### config.mk
export PLATFORM = sky130hd
export DESIGN_NAME = quark_axi_wr_ingress
export DESIGN_NICKNAME = d
export VERILOG_FILES = /design/src/rtl/quark_axi_wr_ingress.sv
export SDC_FILE = /design/constraint.sdc
export NUM_CORES = 1
export LEC_CHECK = 0
export CORE_UTILIZATION = 33
export CTS_BUF_LIST = sky130_fd_sc_hd__clkbuf_8
export CTS_CLUSTER_DIAMETER = 150
export DETAILED_ROUTE_END_ITERATION = 10
export GPL_TIMING_DRIVEN = 0
export PLACE_DENSITY = 0.62
export SLEW_MARGIN = 20
export SYNTH_ARGS = -nofsm -noshare
export SYNTH_HDL_FRONTEND = slang
export SYNTH_SLANG_ARGS = --single-unit
export TNS_END_PERCENT = 50
### constraint.sdc
create_clock -name clk -period 5.3 [get_ports clk]
set_clock_uncertainty 0.2 [all_clocks]
set_input_delay 1.06 -clock clk [delete_from_list [all_inputs] [get_ports clk]]
set_output_delay 1.06 -clock clk [all_outputs]
set_load 0.02 [all_outputs]
### src/rtl/quark_axi_wr_ingress.sv
// quark_axi_wr_ingress: AXI4 write ingress in front of the quark cache write port.
// Queues AW commands in a small FIFO, pairs each command with its W beats, and
// issues one cache write per beat with a generated byte address. One B response
// is returned per burst, in AW order, after the final beat reaches the cache.
//
// Ports
//   clk, rst_n                    clock, asynchronous active-low reset
//   s_aw*                         AXI write-address channel (slave side)
//   s_w*                          AXI write-data channel (slave side)
//   s_b*                          AXI write-response channel (slave side)
//   c_wr_valid/ready              cache write request handshake
//   c_wr_addr/data/strb/last      cache write payload for the current beat
module quark_axi_wr_ingress #(
  parameter int unsigned ADDR_W   = 32,
  parameter int unsigned DATA_W   = 64,
  parameter int unsigned ID_W     = 4,
  parameter int unsigned AW_DEPTH = 4
) (
  input  logic                  clk,
  input  logic                  rst_n,
  input  logic                  s_awvalid,
  output logic                  s_awready,
  input  logic [ID_W-1:0]       s_awid,
  input  logic [ADDR_W-1:0]     s_awaddr,
  input  logic [7:0]            s_awlen,
  input  logic [2:0]            s_awsize,
  input  logic [1:0]            s_awburst,
  input  logic                  s_wvalid,
  output logic                  s_wready,
  input  logic [DATA_W-1:0]     s_wdata,
  input  logic [DATA_W/8-1:0]   s_wstrb,
  input  logic                  s_wlast,
  output logic                  s_bvalid,
  input  logic                  s_bready,
  output logic [ID_W-1:0]       s_bid,
  output logic [1:0]            s_bresp,
  output logic                  c_wr_valid,
  input  logic                  c_wr_ready,
  output logic [ADDR_W-1:0]     c_wr_addr,
  output logic [DATA_W-1:0]     c_wr_data,
  output logic [DATA_W/8-1:0]   c_wr_strb,
  output logic                  c_wr_last
);

  localparam int unsigned STRB_W   = DATA_W / 8;
  localparam int unsigned SIZE_MAX = $clog2(STRB_W);
  localparam int unsigned PTR_W    = (AW_DEPTH > 1) ? $clog2(AW_DEPTH) : 1;
  localparam int unsigned CNT_W    = PTR_W + 1;

  localparam logic [1:0] BURST_FIXED = 2'd0;
  localparam logic [1:0] BURST_INCR  = 2'd1;
  localparam logic [1:0] BURST_WRAP  = 2'd2;
  localparam logic [1:0] BURST_RSVD  = 2'd3;
  localparam logic [1:0] RESP_OKAY   = 2'b00;
  localparam logic [1:0] RESP_SLVERR = 2'b10;

  typedef struct packed {
    logic [ID_W-1:0]   id;
    logic [ADDR_W-1:0] addr;
    logic [7:0]        len;
    logic [2:0]        size;
    logic [1:0]        burst;
  } aw_cmd_t;

  typedef enum logic [1:0] {
    ST_IDLE = 2'd0,
    ST_DATA = 2'd1,
    ST_RESP = 2'd2
  } state_t;

  state_t state_q, state_nxt;

  // AW command FIFO
  aw_cmd_t            fifo_mem [AW_DEPTH];
  logic [PTR_W-1:0]   wr_ptr_q, rd_ptr_q;
  logic [CNT_W-1:0]   count_q, count_nxt;
  logic               awready_q;
  logic               fifo_empty;
  logic               push, pop;
  aw_cmd_t            head, aw_in;

  // Active burst
  logic [ID_W-1:0]    id_q;
  logic [ADDR_W-1:0]  addr_q, addr_nxt;
  logic [7:0]         len_q, beat_cnt_q;
  logic [2:0]         size_q;
  logic [1:0]         burst_q;
  logic               err_q, drop_q;

  logic               w_hs;
  logic               last_beat;
  logic               head_bad_size, head_bad_burst, head_bad_wrap;
  logic [ADDR_W-1:0]  step, addr_inc, wrap_mask;

  assign aw_in      = '{id: s_awid, addr: s_awaddr, len: s_awlen,
                        size: s_awsize, burst: s_awburst};
  assign fifo_empty = (count_q == '0);
  assign s_awready  = awready_q;
  assign push       = s_awvalid & awready_q;
  assign head       = fifo_mem[rd_ptr_q];
  assign count_nxt  = count_q + CNT_W'(push) - CNT_W'(pop);

  // FIFO storage carries no reset; occupancy is tracked by count_q
  always_ff @(posedge clk) begin
    if (push) fifo_mem[wr_ptr_q] <= aw_in;
  end

  always_ff @(posedge clk or negedge rst_n) begin
    if (!rst_n) begin
      wr_ptr_q  <= '0;
      rd_ptr_q  <= '0;
      count_q   <= '0;
      awready_q <= 1'b0;
    end else begin
      if (push) wr_ptr_q <= wr_ptr_q + PTR_W'(1);
      if (pop)  rd_ptr_q <= rd_ptr_q + PTR_W'(1);
      count_q   <= count_nxt;
      // Registered !full, held low through reset
      awready_q <= (count_nxt != CNT_W'(AW_DEPTH));
    end
  end

  // Command legality, judged on the FIFO head at pop time
  assign head_bad_size  = (head.size > 3'(SIZE_MAX));
  assign head_bad_burst = (head.burst == BURST_RSVD);
  assign head_bad_wrap  = (head.burst == BURST_WRAP) &&
                          !((head.len == 8'd1) || (head.len == 8'd3) ||
                            (head.len == 8'd7) || (head.len == 8'd15));

  // Per-beat address generation
  assign last_beat = (beat_cnt_q == len_q);
  assign step      = ADDR_W'(1) << size_q;
  assign addr_inc  = addr_q + step;
  assign wrap_mask = ((ADDR_W'(len_q) + ADDR_W'(1)) << size_q) - ADDR_W'(1);

  always_comb begin
    addr_nxt = addr_q;
    case (burst_q)
      BURST_FIXED: addr_nxt = addr_q;
      BURST_INCR:  addr_nxt = addr_inc;
      BURST_WRAP:  addr_nxt = (addr_q & ~wrap_mask) | (addr_inc & wrap_mask);
      default:     addr_nxt = addr_q;
    endcase
  end

  // FSM state register
  always_ff @(posedge clk or negedge rst_n) begin
    if (!rst_n) state_q <= ST_IDLE;
    else        state_q <= state_nxt;
  end

  // FSM next state and channel outputs
  always_comb begin
    state_nxt  = state_q;
    pop        = 1'b0;
    w_hs       = 1'b0;
    s_wready   = 1'b0;
    s_bvalid   = 1'b0;
    s_bid      = '0;
    s_bresp    = RESP_OKAY;
    c_wr_valid = 1'b0;
    c_wr_addr  = '0;
    c_wr_data  = '0;
    c_wr_strb  = '0;
    c_wr_last  = 1'b0;
    case (state_q)
      ST_IDLE: begin
        if (!fifo_empty) begin
          pop       = 1'b1;
          state_nxt = ST_DATA;
        end
      end
      ST_DATA: begin
        if (drop_q) begin
          s_wready = 1'b1;
        end else begin
          s_wready   = c_wr_ready;
          c_wr_valid = s_wvalid;
          c_wr_addr  = addr_q;
          c_wr_data  = s_wdata;
          c_wr_strb  = s_wstrb;
          c_wr_last  = last_beat;
        end
        w_hs = s_wvalid & s_wready;
        if (w_hs && last_beat) state_nxt = ST_RESP;
      end
      ST_RESP: begin
        s_bvalid = 1'b1;
        s_bid    = id_q;
        s_bresp  = err_q ? RESP_SLVERR : RESP_OKAY;
        if (s_bready) state_nxt = ST_IDLE;
      end
      default: state_nxt = ST_IDLE;
    endcase
  end

  // Burst registers: loaded on pop, advanced on every W handshake
  always_ff @(posedge clk or negedge rst_n) begin
    if (!rst_n) begin
      id_q       <= '0;
      addr_q     <= '0;
      len_q      <= '0;
      size_q     <= '0;
      burst_q    <= BURST_FIXED;
      beat_cnt_q <= '0;
      err_q      <= 1'b0;
      drop_q     <= 1'b0;
    end else if (pop) begin
      id_q       <= head.id;
      addr_q     <= head.addr;
      len_q      <= head.len;
      size_q     <= head.size;
      // A WRAP with an unsupported length is answered SLVERR and addressed as INCR
      burst_q    <= head_bad_wrap ? BURST_INCR : head.burst;
      beat_cnt_q <= '0;
      drop_q     <= head_bad_size | head_bad_burst;
      err_q      <= head_bad_size | head_bad_burst | head_bad_wrap;
    end else if (w_hs) begin
      beat_cnt_q <= beat_cnt_q + 8'd1;
      addr_q     <= addr_nxt;
      if (s_wlast != last_beat) err_q <= 1'b1;
    end
  end

endmodule

== Yosys cells after proc, flatten, opt, wreduce, memory -nomap -nowiden ==
Memory sizes are Yosys's and may differ from the RTL's.
Index checks and enable logic that the tools add are counted.

* Flip-flop bits (word level): 69
* Bits in writable memories: 196
* Logic and storage cells: 98
* Memories kept: 1

* Add/sub/neg operators: 8
* Magnitude comparators: 1
* Eq/ne operators: 16
* Shift operators: 2
* Muxes and demuxes: 35
* Bitwise gates (word level): 8
* Reductions and logical operators: 14

{| class="wikitable"
|+ Memory list
! memory !! words !! width !! read ports !! clocked after memory_dff !! wr ports !! line !! RTL
|-
| fifo_mem || 4 || 49 || 1 || 0 || 1 || 74 || <nowiki>aw_cmd_t fifo_mem [AW_DEPTH];</nowiki>
|}

{| class="wikitable"
|+ Operators with widths
! cell !! number
|-
| $mux W32 || 4
|-
| $mux W64 || 2
|-
| $and A32 B32 Y32 || 2
|-
| $pmux W32 S2 || 1
|-
| $add A32 B32 Y32 || 1
|-
| $mux W8 || 4
|-
| $not A32 Y32 || 1
|-
| $or A32 B32 Y32 || 1
|-
| $shl A1 B3 Y32 const A || 1
|-
| $shl A9 B3 Y32 || 1
|-
| $sub A32 B1 Y32 const B || 1
|-
| $mux W1 || 16
|-
| $mux W2 || 6
|-
| $add A8 B1 Y9 const B || 1
|-
| $add A8 B1 Y8 const B || 1
|-
| $eq A2 B2 Y1 const B || 4
|-
| $eq A8 B1 Y1 const B || 1
|-
| $eq A8 B2 Y1 const B || 1
|-
| $eq A8 B3 Y1 const B || 1
|-
| $eq A8 B4 Y1 const B || 1
|-
| $eq A8 B8 Y1 || 1
|-
| $ne A2 B2 Y1 const B || 3
|-
| $pmux W2 S3 || 1
|-
| $add A2 B1 Y2 const B || 2
|-
| 18 further kinds || 26
|}

== Depth between registers and ports, before layout ==
Gate-level depths: netlist of run 1.

* Word-level depth: 9
* Mapped depth: 16

== Worst setup path before layout of run 1 ==
OpenSTA, ideal clock, no wires.

* Kind: register to register
* Start point: reg size_q[2]
* End point: reg with a tool-made name
* Setup time: 0.082 ns
* Data arrival time: 3.470 ns
* Required time: 5.018 ns
* Setup slack: 1.548 ns
* Cell stages (with the launch flop): 15
* Clock period less this slack: 3.752 ns
* Cells stage by stage: dfrtp_1 clkbuf_1 clkbuf_1 buf_1 nor2_1 ha_1 nor2b_1 o21ai_0 a21boi_0 o21ai_0 a21oi_1 nor4b_1 and4b_1 a21oi_1 o22ai_1

{| class="wikitable"
|+ RTL lines
! what !! line !! RTL
|-
| start: declaration || 86 || <nowiki>logic [2:0] size_q;</nowiki>
|-
| start signal: assignment || 212 || <nowiki>size_q <= head.size;</nowiki>
|}

== Worst setup path after layout of run 1 ==
* Start point: reg state_q[1]
* End point: out c_wr_addr[19]

* Cells in the longest elaborated chain, start to end: 2

{| class="wikitable"
|+ RTL lines
! what !! line !! RTL
|-
| start: declaration || 71 || <nowiki>state_t state_q, state_nxt;</nowiki>
|-
| start signal: assignment || 149 || <nowiki>else state_q <= state_nxt;</nowiki>
|-
| $eq A2 B1 Y1 || 166 || <nowiki>case (state_q)</nowiki>
|-
| $mux W32 || 166 ||
|-
| end: declaration || 39 || <nowiki>output logic [ADDR_W-1:0] c_wr_addr,</nowiki>
|}

No other way between the ends.

==> metrics.md, run 1 <==
| Metric | Value |
|---|---|
| RD Place Congestion | `0.9190` |
| Tmin final | `between 4 and 5 ns` |
| Crit path launch type | `register` |
| Total core area | `roughly 40000 µm²` |
| Chip width | `slightly above 200 µm` |
| PortBufs | `around 240` |
| Synthesized area | `about 13000 µm²` |
| F_max | `203.3 MHz` |
| Commonest non-fill, non-tap cell in the layout | `clkdlybuf4s50_1` |
| CTS sink cnt | `roughly 270` |
| Wire per inst | `about 20 µm` |
| CTS tree | `yes` |
| Vias/cell | `5.209` |
| Arrival time worst endpoint | `roughly 3.7 ns` |
| Area growth, synth to finish | `30.82%` |
| Clk buf depth | `3` |
| Post-CTS Hold Buffers | `0` |
| Gr ovfl total | `0` |
| Largest fanout on the critical path | `10` |
| Post-synth top flop | `edfxtp_1` |
| Slew HR | `0.2884` |
| Unique masters post-synth | `78` |
| Sw Ratio | `0.4124` |
| Launch point of the worst path | `state_q[1]$_DFFE_PN0P_` |
| Worst skew pair latency | `0.55 ns` |
| Number of synthesized flops with an enable pin | `roughly 200` |
| CP most frequent cell | `clkbuf_1` |
| Async SR Flop Fraction | `0.2604` |
| Pwr Density | `between 500 and 600 nW/µm²` |
| Combinational power share | `0.512` |
| H-tree levels | `2` |
| Register area share after synthesis | `0.5743` |
| Die Y-Extent | `between 200 and 250 µm` |
| Fin Setup TNS | `0 ns` |
| RR Startpoint | `size_q[2]$_DFFE_PN0P_` |
| Post-route ant nets | `0` |
| Root buffer cell | `clkbuf_8` |
| Final setup margin | `between 0.3 and 0.4 ns` |
| Inserted Diodes | `0` |
| Switching power | `between 0.004 and 0.005 W` |
| Antenna violations before repair | `1` |
| Cell count after synthesis | `1079` |
| WP data required | `around 4.0 ns` |
| DRC Markers | `0` |
| Global-route wire length before repair | `59780 µm` |
| Status | `completed` |
| # nets final | `1517` |
| Buf/Inv on CP | `4` |
| Worst path cell trace | `nand2b_1 -> clkbuf_1 -> nor2_2 -> clkbuf_2 -> clkbuf_1 -> and2_1 -> clkdlybuf4s50_1` |
| Endpoints failing hold | `0` |
| Clock power share | `0.179` |
| Crit. End Element | `primary output` |
| Critical path's slowest cell | `clkdlybuf4s50_1` |
| Synth warn | `0` |
| Router iterations before antenna repair | `5` |
| Pre-CTS setup slack | `roughly 0.31 ns` |
| Row count | `73` |
| Top routing layer used | `met4` |
| GRT Util Overall | `0.1907` |
| Die ar. | `a little over 40000 µm²` |
| Hold crit path type | `in2async` |
| Share of cells above drive strength 1 | `0.1049` |
| WS Path Type | `reg2out` |
| Met1 WL | `15710 µm` |
| Setup bufs post-CTS | `0` |
| Total chip power | `0.009985 W` |
| Final period util | `0.9283` |
| Setup-failing EPs final | `0` |
| Leakage | `around 6.3 nW` |
| Syn_area_per_cell | `12.28 µm²` |
| CP peak stage delay | `between 0.6 and 0.7 ns` |
| Clock slew at reported path FFs | `0.06 ns` |
| Max Cap Violations | `0` |
| CTS Buf Count | `42` |
| RSZ-0062 raised after global routing | `no` |
| Worst VDD drop | `226.9 µV` |
| Detailed router's first-iteration violation count | `roughly 700` |
| Internal power | `0.005867 W` |
| Seq cells post-synth | `265` |
| Most frequent cells in the layout | `clkdlybuf4s50_1, edfxtp_1, and2_1` |
| Post-Route WL | `roughly 39000 µm` |
| Worst-Margin Slew | `roughly 1.1 ns` |
| Met2 wire length | `just under 20000 µm` |
| Synthesized net count | `1227` |
| Pin count of the biggest net entering global routing | `between 40 and 50` |
| Vias in the first global route | `10112` |
| Via count | `between 10000 and 15000` |
| Initial Util | `0.3344` |
| IO Count | `approximately 240` |
| Detailed placement HPWL | `slightly below 30000 µm` |
| CP top delay family | `buffers and inverters` |
| Metal3 WL | `2414 µm` |
| Final Slew Violations | `0` |
| Sequential power share | `0.309` |
## logic make-up after synthesis
group | after synthesis | synth area share
simple gates | 408 | 0.1616
flops | 265 | 0.5743
compound gates | 197 | 0.09930
buf+inv | 89 | 0.02879
mux | 58 | 0.08864
xor+xnor | 41 | 0.02709
fa+ha+maj | 20 | 0.02001
other cells | 1 | 0.0002829
## power by group through the flow
stage,clock network (W),registers (W),logic [W]
3_3_place_gp,0,0.00313,0.00502
5_1_grt,0.00191,0.00314,0.00557
6_report,0.00179,0.00308,0.00512
4_1_cts,0.00183,0.00308,0.00515
3_5_place_dp,0,0.00312,0.00512
2_1_floorplan,0,0.00302,0.00329
## worst register-to-register path, stage by stage, from the launching register on
cell,delay [ns]
dfrtp_1,0.48
clkbuf_1,0.46
clkbuf_1,0.43
buf_1,0.45
nor2_1,0.12
ha_1,0.32
nor2b_1,0.17
o21ai_0,0.13
a21boi_0,0.27
o21ai_0,0.20
a21oi_1,0.51
nor4b_2,0.48
and4b_1,0.25
a21oi_1,0.04
o22ai_1,0.18
## final timing paths
check,end,slack (ns),cells after the start
worst max-delay path,c_wr_addr[19],0.38,7
worst min register to register,id_q[0]$_DFFE_PN0P_,0.27,2
min in group clk,id_q[0]$_DFFE_PN0P_,0.27,2
worst min-delay path,id_q[0]$_DFFE_PN0P_,0.27,1
worst max register to register,register,0.55,14
max in group asynchronous,async pin,4.05,2
## cells in the mapped netlist, types with 17 or more instances
cell type / n / area share
a21oi_1: 50 / 0.019
and2_1: 108 / 0.051
clkbuf_1: 43 / 0.012
dfrtp_1: 69 / 0.13
edfxtp_1: 196 / 0.44
ha_1: 18 / 0.017
inv_1: 25 / 0.0071
mux4_2: 47 / 0.080
nand2_1: 105 / 0.030
nand3_1: 21 / 0.0079
nor2_1: 63 / 0.018
nor3_1: 27 / 0.010
o21ai_0: 51 / 0.019
xnor2_1: 17 / 0.011
xor2_1: 24 / 0.016
## final cells by class
class	count	area, µm²
Fill cell	3723	22300
Inverter	26	97.59
Tap cell	525	656.9
Buffer	63	285.3
Sequential cell	265	7612
Timing Repair Buffer	246	2532
Clock inverter	30	232.7
Multi-Input combinational cell	725	5290
Clock buffer	46	633.1
## stage by stage
stage,hold slack (ns),area [µm²],util,std cells
detailed placement,0.2587,16460,0.4153,1850
CTS,0.2584,17330,0.4373,1926
finish,0.2660,17340,0.4374,1926
global placement,0.2641,16320,0.4118,1845
floorplan,0.2374,13260,-,1079
global route,0.2777,17340,0.4374,1926
## metal layers
| metal | vias to the layer above | GRT usage |
|---|---|---|
| met5 | - | 0 |
| met3 | 58 | 0.03322 |
| met4 | 0 | 0.05209 |
| li1 | 4619 | - |
| met2 | 410 | 0.3439 |
| met1 | 4946 | 0.2327 |
## repair_timing
action	CTS	global route
resized for setup	2	1
pin swaps	0	0
endpoints found under the hold margin	0	0
cloned	0	0
setup endpoints to repair	10	2
(Power assumes the default switching activity.)
==> run 2: changes to the inputs <==
Settings changed: CORE_UTILIZATION 33 to 40, PLACE_DENSITY 0.62 to 0.71.
==> metrics.md, run 2 (synthesis gave the netlist of run 1 again) <==
| Metric | Value |
|---|---|
| Placed cell areas | `~16000 µm²` |
| Arrival time worst endpoint | `approximately 3.7 ns` |
| Final period util | `0.9367` |
| Levels on crit path | `7` |
| Slew HR | `0.3566` |
| Chip width | `184.0 µm` |
| GRT Util Overall | `0.2298` |
| Area growth, synth to finish | `28.96%` |
| Layout fillers | `around 2900` |
| Die Y-Extent | `between 150 and 200 µm` |
| RSZ-0062 raised after global routing | `no` |
| Inserted Diodes | `0` |
| Reg-to-reg slack, setup | `approximately 0.49 ns` |
| CP peak stage delay | `approximately 0.62 ns` |
| Hold crit path type | `in2async` |
| Pin count of the biggest net entering global routing | `47` |
| Commonest non-fill, non-tap cell in the layout | `clkdlybuf4s50_1` |
| Critical path's slowest cell | `clkdlybuf4s50_1` |
| Leakage | `6.163 nW` |
| Die ar. | `around 34000 µm²` |
| Detailed router's first-iteration violation count | `around 740` |
| Via count | `between 10000 and 15000` |
| Detailed placement HPWL | `29330 µm` |
| DRC Markers | `0` |
| Global-route wire length before repair | `~58000 µm` |
| CP top delay family | `buffers and inverters` |
| Total core area | `~33000 µm²` |
| Wire per inst | `around 21 µm` |
| R2R cell count | `14` |
| Status | `completed` |
| Vias in the first global route | `roughly 9800` |
| Most frequent cells in the layout | `clkdlybuf4s50_1, edfxtp_1, and2_1` |
| Setup-failing EPs final | `0` |
| Post-CTS Hold Buffers | `0` |
| H-tree levels | `2` |
| Root buffer cell | `clkbuf_8` |
| Tmin final | `between 4 and 5 ns` |
| Crit. End Element | `primary output` |
| Multi-input gate area | `about 5300 µm²` |
| CTS sink cnt | `roughly 270` |
| Crit path launch type | `register` |
| Fin Setup TNS | `0 ns` |
| Clk buf depth | `3` |
| Clock slew at reported path FFs | `0.06 ns` |
| WP data required | `~4.0 ns` |
| Max Cap Violations | `0` |
| RD Place Congestion | `just over 0.9` |
| Endpoints failing hold | `0` |
| Share of cells above drive strength 1 | `0.09936` |
| Row count | `66` |
| Buf/Inv on CP | `4` |
| Post-route ant nets | `0` |
| Pwr Density | `568.6 nW/µm²` |
| Largest fanout on the critical path | `10` |
| CTS Buf Count | `between 40 and 50` |
| CP most frequent cell | `clkbuf_1` |
| # nets final | `between 1500 and 2000` |
| Worst VDD drop | `240.4 µV` |
| Worst-Margin Slew | `between 0.9 and 1 ns` |
| Vias/cell | `roughly 5.5` |
| Util after Layout | `0.5254` |
| RR Startpoint | `size_q[2]$_DFFE_PN0P_` |
| WS Path Type | `reg2out` |
| Gr ovfl total | `0` |
| F_max | `between 200 and 250 MHz` |
| Worst skew pair latency | `0.54 ns` |
| Storage cell area | `approximately 7600 µm²` |
| PortBufs | `approximately 240` |
| Final Slew Violations | `0` |
| IO Count | `around 240` |
| Initial Util | `0.4074` |
| Critical Path End | `c_wr_addr[30]` |
| Worst path cell trace | `nand2b_1 -> clkbuf_1 -> nor2_2 -> clkbuf_1 -> clkbuf_1 -> and2_1 -> clkdlybuf4s50_1` |
| Router iterations before antenna repair | `6` |
| Finished Cell Area | `17090 µm²` |
| Post-Route WL | `slightly below 40000 µm` |
| Launch point of the worst path | `state_q[1]$_DFFE_PN0P_` |
| CTS tree | `yes` |
| Antenna violations before repair | `1` |
-- run 2: cell count changes in the layout (fill, tap and decap cells not counted) --
cell and change:
clkinvlp_4 +2, inv_6 -1, clkinv_2 -1, clkbuf_8 -3, inv_1 -2, clkbuf_2 -1
bufinv_16 -4, clkbuf_1 +1, clkinv_1 +7
-- run 2: layer usage --
metal,global-route usage,share of wire,up-vias
li1,-,-,4632
met3,0.03368,0.067,65
met4,0.07633,0.029,0
met2,0.4086,0.50,436
met1,0.2855,0.40,4911
met5,0,0,-
-- run 2: area by class of cell --
type / count / area share
sequential: 265 / 0.4453
multi-input combinational: 725 / 0.3095
timing repair buffer: 246 / 0.1481
clock buffer: 43 / 0.03462
tap: 442 / 0.03235
buffer: 63 / 0.01662
clock inverter: 31 / 0.007759
inverter: 26 / 0.005709
-- run 2: report_power, final --
part,internal (W),switching (W),leakage [nW]
combinational,0.00208,0.00304,3.14
clock,0.000754,0.000763,0.404
sequential,0.00279,0.000290,2.62
-- run 2: worst register-to-register path: stages, from the launching register on --
cell and delay (ns):
dfrtp_1 0.48, clkbuf_1 0.48, clkbuf_1 0.41, buf_1 0.42
nor2_1 0.12, ha_1 0.33, nor2b_1 0.19, o21ai_0 0.12
a21boi_0 0.27, o21ai_0 0.22, a21oi_1 0.47, nor4b_2 0.53
and4b_1 0.26, a21oi_1 0.05, o22ai_1 0.19
-- run 2: worst min-delay path by stage --
stage	start	end	slack (ns)	cells after the start
global route	rst_n	wr_ptr_q[1]$_DFFE_PN0P_	0.26	1
detailed placement	id_q[1]$_DFFE_PN0P_	id_q[1]$_DFFE_PN0P_	0.26	2
CTS	rst_n	rd_ptr_q[0]$_DFFE_PN0P_	0.24	1
floorplan	id_q[0]$_DFFE_PN0P_	id_q[0]$_DFFE_PN0P_	0.24	2
global placement	id_q[2]$_DFFE_PN0P_	id_q[2]$_DFFE_PN0P_	0.25	2
finish	rst_n	rd_ptr_q[0]$_DFFE_PN0P_	0.25	1
-- run 2: repair_timing --
item,CTS,global route
setup buffers,0,0
gates resized for setup,0,2
endpoints found under the setup margin,0,13
hold endpoints to repair,0,0
-- run 2: per-stage QoR --
| step | setup WS (ns) | hold slack (ns) | instances | power (W) |
|---|---|---|---|---|
| finish | 0.3356 | 0.2483 | 1841 | 0.009720 |
| global route | 0.09915 | 0.2631 | 1841 | 0.01032 |
| CTS | 0.02109 | 0.2431 | 1841 | 0.009760 |
| detailed placement | 0.3499 | 0.2627 | 1767 | 0.008231 |
| global placement | 0.3532 | 0.2540 | 1762 | 0.008152 |
| floorplan | 1.548 | 0.2374 | 1079 | 0.006318 |
